### config.mk
export PLATFORM = sky130hd
export DESIGN_NAME = ahf_link_master_port
export DESIGN_NICKNAME = d
export VERILOG_FILES = /design/src/rtl/ahf_link_master_port.sv
export SDC_FILE = /design/constraint.sdc
export NUM_CORES = 1
export LEC_CHECK = 0
export BUFFER_PORTS_ARGS = -buffer_cell sky130_fd_sc_hd__buf_2
export CELL_PAD_IN_SITES_DETAIL_PLACEMENT = 0
export CELL_PAD_IN_SITES_GLOBAL_PLACEMENT = 1
export CORE_MARGIN = 2
export CORE_UTILIZATION = 31
export DETAILED_ROUTE_END_ITERATION = 10
export PLACE_DENSITY = 0.78
export SYNTH_ARGS = -nofsm -noshare
export SYNTH_HDL_FRONTEND = slang
export SYNTH_SLANG_ARGS = --single-unit
### constraint.sdc
create_clock -name Clk_pin0 -period 1.78 [get_ports Clk_pin0]
set_clock_uncertainty 0.2 [all_clocks]
set_input_delay 0.356 -clock Clk_pin0 [delete_from_list [all_inputs] [get_ports Clk_pin0]]
set_output_delay 0.356 -clock Clk_pin0 [all_outputs]
set_load 0.02 [all_outputs]
### src/rtl/ahf_link_master_port.sv
// ahf_link_master_port
// Master-side endpoint of the inter-core link feeding a RISC521 slave core.
// The master core issues single-word writes (push) and reads (pull); each
// link transfer completes only after the slave raises Done and then drops it.
// A write and read requested together run back to back, write first, with
// Host_Busy held high across both.
// Optional feature: define AHF_LINK_TIMEOUT_EN to abort a transfer whose
// wait states last TIMEOUT_CYC cycles; without it the port waits forever and
// Host_Err is tied low.

module ahf_link_master_port #(
    parameter int DATA_W      = 14,
    parameter int TIMEOUT_CYC = 1023,
    parameter int CNT_W       = 10
) (
    input  logic              Clk_pin0,
    input  logic              Reset_pin,
    input  logic              Host_WrReq,
    input  logic [DATA_W-1:0] Host_WrData,
    input  logic              Host_RdReq,
    output logic              Host_Busy,
    output logic [DATA_W-1:0] Host_RdData,
    output logic              Host_RdValid,
    output logic              Host_Err,
    output logic [DATA_W-1:0] Link_Data_out,
    output logic              Link_Write,
    output logic              Link_Read,
    input  logic [DATA_W-1:0] Link_Data_in,
    input  logic              Link_Done,
    output logic [13:0]       Link_XferCnt
);

    typedef enum logic [2:0] {
        IDLE,
        WR_WAIT,
        WR_REL,
        RD_WAIT,
        RD_REL
    } state_t;

    state_t            state, state_nxt;
    logic              rd_pend, rd_pend_nxt;
    logic              busy_nxt;
    logic              write_nxt;
    logic              read_nxt;
    logic              rd_valid_nxt;
    logic [DATA_W-1:0] rd_data_nxt;
    logic [DATA_W-1:0] data_out_nxt;
    logic [13:0]       xfer_cnt_nxt;

`ifdef AHF_LINK_TIMEOUT_EN
    localparam logic [CNT_W-1:0] TMO_LIMIT = CNT_W'(TIMEOUT_CYC);

    logic [CNT_W-1:0]  tmo_cnt, tmo_cnt_nxt;
    logic              err_nxt;
`endif

    // Next-state and next-output logic; every output is a register fed from here.
    always_comb begin
        state_nxt    = state;
        rd_pend_nxt  = rd_pend;
        busy_nxt     = Host_Busy;
        write_nxt    = Link_Write;
        read_nxt     = Link_Read;
        rd_valid_nxt = 1'b0;
        rd_data_nxt  = Host_RdData;
        data_out_nxt = Link_Data_out;
        xfer_cnt_nxt = Link_XferCnt;
`ifdef AHF_LINK_TIMEOUT_EN
        tmo_cnt_nxt  = '0;
        err_nxt      = 1'b0;
`endif

        case (state)
            IDLE: begin
                if (rd_pend) begin
                    read_nxt    = 1'b1;
                    busy_nxt    = 1'b1;
                    rd_pend_nxt = 1'b0;
                    state_nxt   = RD_WAIT;
                end else if (Host_WrReq) begin
                    data_out_nxt = Host_WrData;
                    write_nxt    = 1'b1;
                    busy_nxt     = 1'b1;
                    rd_pend_nxt  = Host_RdReq;
                    state_nxt    = WR_WAIT;
                end else if (Host_RdReq) begin
                    read_nxt  = 1'b1;
                    busy_nxt  = 1'b1;
                    state_nxt = RD_WAIT;
                end
            end
            WR_WAIT: begin
                if (Link_Done) begin
                    state_nxt = WR_REL;
                end
            end
            WR_REL: begin
                if (!Link_Done) begin
                    write_nxt    = 1'b0;
                    xfer_cnt_nxt = Link_XferCnt + 14'd1;
                    busy_nxt     = rd_pend;
                    state_nxt    = IDLE;
                end
            end
            RD_WAIT: begin
                if (Link_Done) begin
                    rd_data_nxt  = Link_Data_in;
                    rd_valid_nxt = 1'b1;
                    state_nxt    = RD_REL;
                end
            end
            RD_REL: begin
                if (!Link_Done) begin
                    read_nxt     = 1'b0;
                    xfer_cnt_nxt = Link_XferCnt + 14'd1;
                    busy_nxt     = rd_pend;
                    state_nxt    = IDLE;
                end
            end
            default: begin
                state_nxt = IDLE;
            end
        endcase

`ifdef AHF_LINK_TIMEOUT_EN
        if (state != IDLE && state_nxt == state) begin
            tmo_cnt_nxt = tmo_cnt + 1'b1;
        end
        if (state != IDLE && tmo_cnt == TMO_LIMIT) begin
            state_nxt    = IDLE;
            write_nxt    = 1'b0;
            read_nxt     = 1'b0;
            busy_nxt     = 1'b0;
            rd_pend_nxt  = 1'b0;
            rd_valid_nxt = 1'b0;
            rd_data_nxt  = Host_RdData;
            xfer_cnt_nxt = Link_XferCnt;
            tmo_cnt_nxt  = '0;
            err_nxt      = 1'b1;
        end
`endif
    end

    // State and output registers with synchronous reset.
    always_ff @(posedge Clk_pin0) begin
        if (Reset_pin) begin
            state         <= IDLE;
            rd_pend       <= 1'b0;
            Host_Busy     <= 1'b0;
            Host_RdData   <= '0;
            Host_RdValid  <= 1'b0;
            Link_Data_out <= '0;
            Link_Write    <= 1'b0;
            Link_Read     <= 1'b0;
            Link_XferCnt  <= '0;
        end else begin
            state         <= state_nxt;
            rd_pend       <= rd_pend_nxt;
            Host_Busy     <= busy_nxt;
            Host_RdData   <= rd_data_nxt;
            Host_RdValid  <= rd_valid_nxt;
            Link_Data_out <= data_out_nxt;
            Link_Write    <= write_nxt;
            Link_Read     <= read_nxt;
            Link_XferCnt  <= xfer_cnt_nxt;
        end
    end

`ifdef AHF_LINK_TIMEOUT_EN
    // Wait-state cycle counter and the one-cycle abort pulse.
    always_ff @(posedge Clk_pin0) begin
        if (Reset_pin) begin
            tmo_cnt  <= '0;
            Host_Err <= 1'b0;
        end else begin
            tmo_cnt  <= tmo_cnt_nxt;
            Host_Err <= err_nxt;
        end
    end
`else
    assign Host_Err = 1'b0;
`endif

endmodule
==> results of run 1 <==
[timing repair]
item	CTS	global route
setup endpoints to repair	4	17
hold buffers	0	0
setup buffers	1	0
resized for setup	2	4
cloned	0	0
pin swaps	1	1
[registers in the layout, summed over array words and instances, names as in the netlist]
name           flops
Host_Busy          1
Link_Read          1
Link_XferCnt      14
Link_Write         1
rd_pend            1
Host_RdData       14
state              3
Link_Data_out     14
Host_RdValid       1
[power groups by stage]
stage	registers, mW	clock network (mW)	logic, mW
after floorplan	1.46	0	0.518
after global placement	1.35	0	0.931
after detailed placement	1.36	0	0.939
after CTS	1.33	0.648	0.953
after global routing	1.35	0.695	1.05
final	1.33	0.624	0.953
[cell usage in the layout (no fill, tap or decap), types with 2 or more instances in the layout]
| cell type | n |
|---|---|
| o21ai_0 | 4 |
| xor2_1 | 8 |
| clkbuf_8 | 5 |
| dfxtp_2 | 7 |
| dfxtp_1 | 43 |
| nor4_2 | 2 |
| nor3_1 | 5 |
| clkinv_2 | 2 |
| mux2_2 | 2 |
| nand4_1 | 4 |
| nand2_1 | 64 |
| a21oi_1 | 36 |
| buf_2 | 78 |
| nor2_1 | 17 |
| inv_1 | 4 |
| and4_1 | 2 |
| nor2b_1 | 3 |
| and3_1 | 3 |
| nand3_1 | 9 |
| buf_4 | 28 |
[final timing paths]
check              startpoint                end  slack (ps)  depth (start not counted)
max                  state[0]   Link_XferCnt[12]          50                          4
min           Host_WrData[13]  Link_Data_out[13]          90                          3
max reg2reg          state[0]   Link_XferCnt[12]          50                          4
min reg2reg  Link_Data_out[0]   Link_Data_out[0]         250                          2
[logic make-up after synthesis]
family | after synthesis | synth area share
xor+xnor | 9 | 0.0473
other cells | 1 | 0.00182
simple gates | 117 | 0.265
mux | 3 | 0.0158
buf+inv | 21 | 0.0522
compound gates | 47 | 0.127
fa+ha+maj | 1 | 0.00606
flops | 50 | 0.485
[cell type report]
type	instances	area [um2]	share of cell area
flip-flops and latches	50	1010	0.361
multi-input cells	178	977	0.349
inverters	4	15.0	0.00537
well taps	77	96.3	0.0344
repair buffers	107	621	0.222
clock inverters	2	10.0	0.00358
clock buffers	5	68.8	0.0246
[critical path: stages (launching register included)]
cell and delay (ps):
dfxtp_1 350, and4bb_4 340, nand2_1 100, nor4_2 270, mux2_2 360
[per-stage QoR]
step	area (um2)	setup TNS, ps	power, mW
finish	2800	0	2.91
global placement	2690	-201	2.28
CTS	2780	0	2.93
detailed placement	2690	-276	2.30
global route	2800	-3.57	3.09
floorplan	2070	-0.559	1.98
[layer usage]
metal	vias to the layer above	part of all wire
met1	915	0.43
met3	6	0.056
met4	0	0.013
met5	-	0
met2	52	0.50
li1	1022	-
==> reports/qor.yml, run 1 <==
routing:
  drtPass1Iterations: 4
  drc: 0
  routed_wl_um: 5210
  num_vias: 1995
  viasPerCell: 4.72
  ant_nets: 0
  drt-initial-drc-count: 77
  wl_per_cell_um: 12.3
place:
  place_hpwl_um: 3890
  portBuffers: 78
  dp_worst_setup_slack_ps: -124
  routabilityCongestion: 0.767
  dp.cells: 415
cts:
  cts_root_buf: "clkbuf_8"
  numCtsBuffers: 5
  cts_sinks: 50
  cts_max_level: 2
  clkTransAtPathRegs_ps: 90
  cts_tree: "done"
  ctsLongestPathBuffers: 2
  worst_skew_pair.late_latency_ps: 290
global_routing:
  grt_pass1_wl_um: 8350
  overflow: 0
  grt-busiest-layer: "met2"
  use_met1: 0.169
  grt_pass1_vias: 1904
  grt_use_met2: 0.243
  use_met3: 0.0356
  grt_usage: 0.141
  grt_max_degree: 19
  antenna_found_initial: 0
worst_setup_path:
  critPathKind: "flip-flop to flip-flop"
  endpoint_kind: "flip-flop"
  cp-start-kind: "flip-flop"
  worst-path-max-fanout: 4
  worstPathArrival_ps: 1720
  cp.required_ps: 1770
synthesis:
  synth-seq-cells: 50
  synth.cell_area_um2: 2060
  yosys.area.top_type: "dfxtp_1"
  ys_types: 37
  synth_edf_count: 0
  synth.avg_cell_area_um2: 8.29
  synth_top_area_frac: 0.485
  yosys_warnings: 0
  synth_area_leaders: "dfxtp_1 (49%), nand2_1 (12%), a21oi_1 (8.7%)"
  synth_most_common_cell: "nand2_1"
  synth-async-reset-ratio: 0
  syn_nets: 283
  ys_top_cells_by_count: "nand2_1 (64), dfxtp_1 (50), a21oi_1 (36), nor2_1 (17), nand3_1 (9)"
  ys.flop_type: "dfxtp_1"
  yosysSeqAreaShare: 0.485
  syn_inst: 249
floorplanning:
  core_um2: 6390
  initial_core_util: 0.323
  rows: 29
  dieWidth_um: 85.6
  die-area_um2: 7320
  fp.dieH_um: 85.6
  io-pin-count: 80
power_and_ir_drop:
  p_int_mw: 1.91
  netSwitchingPower_uw: 997
  p_comb_frac: 0.328
  clock_power_share: 0.214
  p_seq_frac: 0.458
  power_switching_share: 0.343
  p_leak_nw: 1.26
  p_per_area_nw_per_um2: 1040
  vdd_drop_max_mv: 0.542
sta:
  fmax_ghz: 0.579
  whs_ps: 87.3
  period_minus_slack_ps: 1730
  setup_viol: 0
  slew_violations: 0
  hold_viol: 0
  period_share: 0.970
  worst_slack_ps: 53.6
final_layout:
  syn2layout_area_growth_pct: 35.6
  nFillCells: 675
  nets: 380
  antenna_cells: 0
  fin_util: 0.438
  drive_above_1_share: 0.387
  final_cells: 423
worst_hold_path:
  min_path_type: "primary input to flip-flop"
run:
  max_cap_violations: 0
outcome:
  outcome: "completed"
No activity file was read; power rests on OpenSTA's default activity.
==> run 2: changes to the inputs <==
Settings changed: RECOVER_POWER set to 25.
==> run 2 against run 1 <==
Cell count unchanged. Non-clock buffer count is the same. Sequential cell count is the same. Cell area fell by 1.0%. Worst hold slack worse by 1.9 ps.
==> reports/qor.yml, run 2 (synthesized netlist as in run 1, its figures left out) <==
global_routing:
  grt_use_met2: 0.243  # unchanged
  grt_pass1_wl_um: 8350  # unchanged
  grt_pass1_vias: 1904  # unchanged
  grt_max_degree: 19  # unchanged
  use_met1: 0.169  # unchanged
  overflow: 0  # unchanged
  grt_usage: 0.141  # unchanged
  grt-busiest-layer: "met2"  # unchanged
  use_met3: 0.0356  # unchanged
  antenna_found_initial: 0  # unchanged
routing:
  wl_per_cell_um: 12.3  # about the same
  ant_nets: 0  # unchanged
  drt-initial-drc-count: 75  # was 77
  drtPass1Iterations: 4  # unchanged
  viasPerCell: 4.72  # unchanged
  routed_wl_um: 5220  # was 5210 um
  drc: 0  # unchanged
  num_vias: 1995  # unchanged
floorplanning:
  fp.dieH_um: 85.6  # unchanged
  dieWidth_um: 85.6  # unchanged
  io-pin-count: 80  # unchanged
  rows: 29  # unchanged
  die-area_um2: 7320  # unchanged
  core_um2: 6390  # unchanged
  initial_core_util: 0.323  # unchanged
worst_setup_path:
  timing.reg2reg.setup_slack_ps: 50  # about the same
  worst_path_dominant_cell_family: "simple AND/OR/NAND/NOR gates"  # unchanged
  endpoint_kind: "flip-flop"  # unchanged
  worstPathCellList: "and4bb_4 > nand2_1 > nor4_2 > mux2_2"  # unchanged
  critPathKind: "flip-flop to flip-flop"  # unchanged
  cp.required_ps: 1770  # about the same
  r2r-start: "state[0]"  # unchanged
  worst-path-max-fanout: 4  # unchanged
  critical_path_buf_inv_count: 0  # unchanged
  worstPathArrival_ps: 1720  # about the same
  crit_start: "state[0]"  # unchanged
  cp-start-kind: "flip-flop"  # unchanged
  slowest_stage: "mux2_2"  # unchanged
  cpPeakStageDelay_ps: 360  # about the same
cts:
  cts_tree: "done"  # unchanged
  ctsLongestPathBuffers: 2  # unchanged
  worst_skew_pair.late_latency_ps: 290  # about the same
  clkTransAtPathRegs_ps: 90  # about the same
  cts_root_buf: "clkbuf_8"  # unchanged
  numCtsBuffers: 5  # unchanged
  cts_hold_buf: 0  # unchanged
  cts_max_level: 2  # unchanged
  cts_sinks: 50  # unchanged
sta:
  period_share: 0.970  # about the same
  fmax_ghz: 0.579  # about the same
  period_minus_slack_ps: 1730  # about the same
  slew_violations: 0  # unchanged
  setup_viol: 0  # unchanged
  finalSetupTns_ps: 0  # unchanged
  hold_viol: 0  # unchanged
run:
  max_cap_violations: 0  # unchanged
place:
  routabilityCongestion: 0.767  # unchanged
  place_hpwl_um: 3890  # unchanged
  portBuffers: 78  # unchanged
power_and_ir_drop:
  p_per_area_nw_per_um2: 1040  # about the same
  power_mw: 2.89  # was 2.91 mW
  vdd_drop_max_mv: 0.541  # was 0.542 mV
  p_leak_nw: 1.17  # was 1.26 nW
final_layout:
  final_common_cell: "nand2_1"  # was buf_2
  fin_util: 0.434  # was 0.438
  final_cell_mix: "nand2_1 (64), buf_2 (55), dfxtp_1 (43)"  # was buf_2 (78), nand2_1 (64), dfxtp_1 (43)
  largestRegisters: "Host_RdData (14), Link_Data_out (14), Link_XferCnt (14)"  # unchanged
  antenna_cells: 0  # unchanged
  syn2layout_area_growth_pct: 34.2  # was 35.6%
  nFillCells: 687  # was 675
  nets: 380  # unchanged
  drive_above_1_share: 0.321  # was 0.387
worst_hold_path:
  min_path_type: "primary input to flip-flop"  # unchanged
  min_from: "Host_WrData[10]"  # was Host_WrData[13]
outcome:
  outcome: "completed"  # unchanged
[run 2: changes by cell type in the layout (fill, tap and decap cells not counted)]
cell,delta
buf_2,-23
clkbuf_1,+23
[run 2: worst register-to-register path, stage by stage, from the launching register on]
cell and delay, ps:
dfxtp_1 350, and4bb_4 340, nand2_1 100, nor4_2 270
mux2_2 360
[run 2: layer usage]
metal | routed length, um | part of all wire | vias up
met4 | 69 | 0.013 | 0
met2 | 2590 | 0.50 | 47
met3 | 284 | 0.054 | 6
met5 | 0 | 0 | -
met1 | 2280 | 0.44 | 919
li1 | - | - | 1023
[run 2: layout make-up]
cell class,count,area [um2],area share
flip-flops and latches,50,1010,0.365
multi-input cells,178,977,0.353
repair buffers,107,592,0.214
well taps,77,96.3,0.0348
clock buffers,5,68.8,0.0249
inverters,4,15.0,0.00542
clock inverters,2,10.0,0.00361
[run 2: through the flow]
step                hold WS [ps]  area (um2)  cells  setup slack [ps]
floorplan                    292        2070    249            -0.559
global placement             238        2690    415              -100
detailed placement           245        2690    415              -124
CTS                         82.3        2780    423              11.9
global route                80.7        2770    423             -3.57
finish                      85.5        2770    423              53.0
[run 2: path summary, 6_finish.rpt]
path,depth (start not counted),endpoint
worst min-delay path,3,Link_Data_out[10]
worst min register to register,2,Link_Data_out[0]
worst max-delay path,4,Link_XferCnt[12]
worst max register to register,4,Link_XferCnt[12]
[run 2: timing repair]
item / CTS / global route
setup buffers: 1 / 0
pin swaps: 1 / 1
setup endpoints to repair: 4 / 17
resized for setup: 2 / 4
[run 2: power by group]
| part | leakage [nW] | total [mW] | switching [mW] | internal [mW] |
|---|---|---|---|---|
| Clock | 0.0438 | 0.622 | 0.358 | 0.265 |
| Combinational | 0.715 | 0.933 | 0.555 | 0.378 |
| Sequential | 0.409 | 1.33 | 0.0847 | 1.25 |
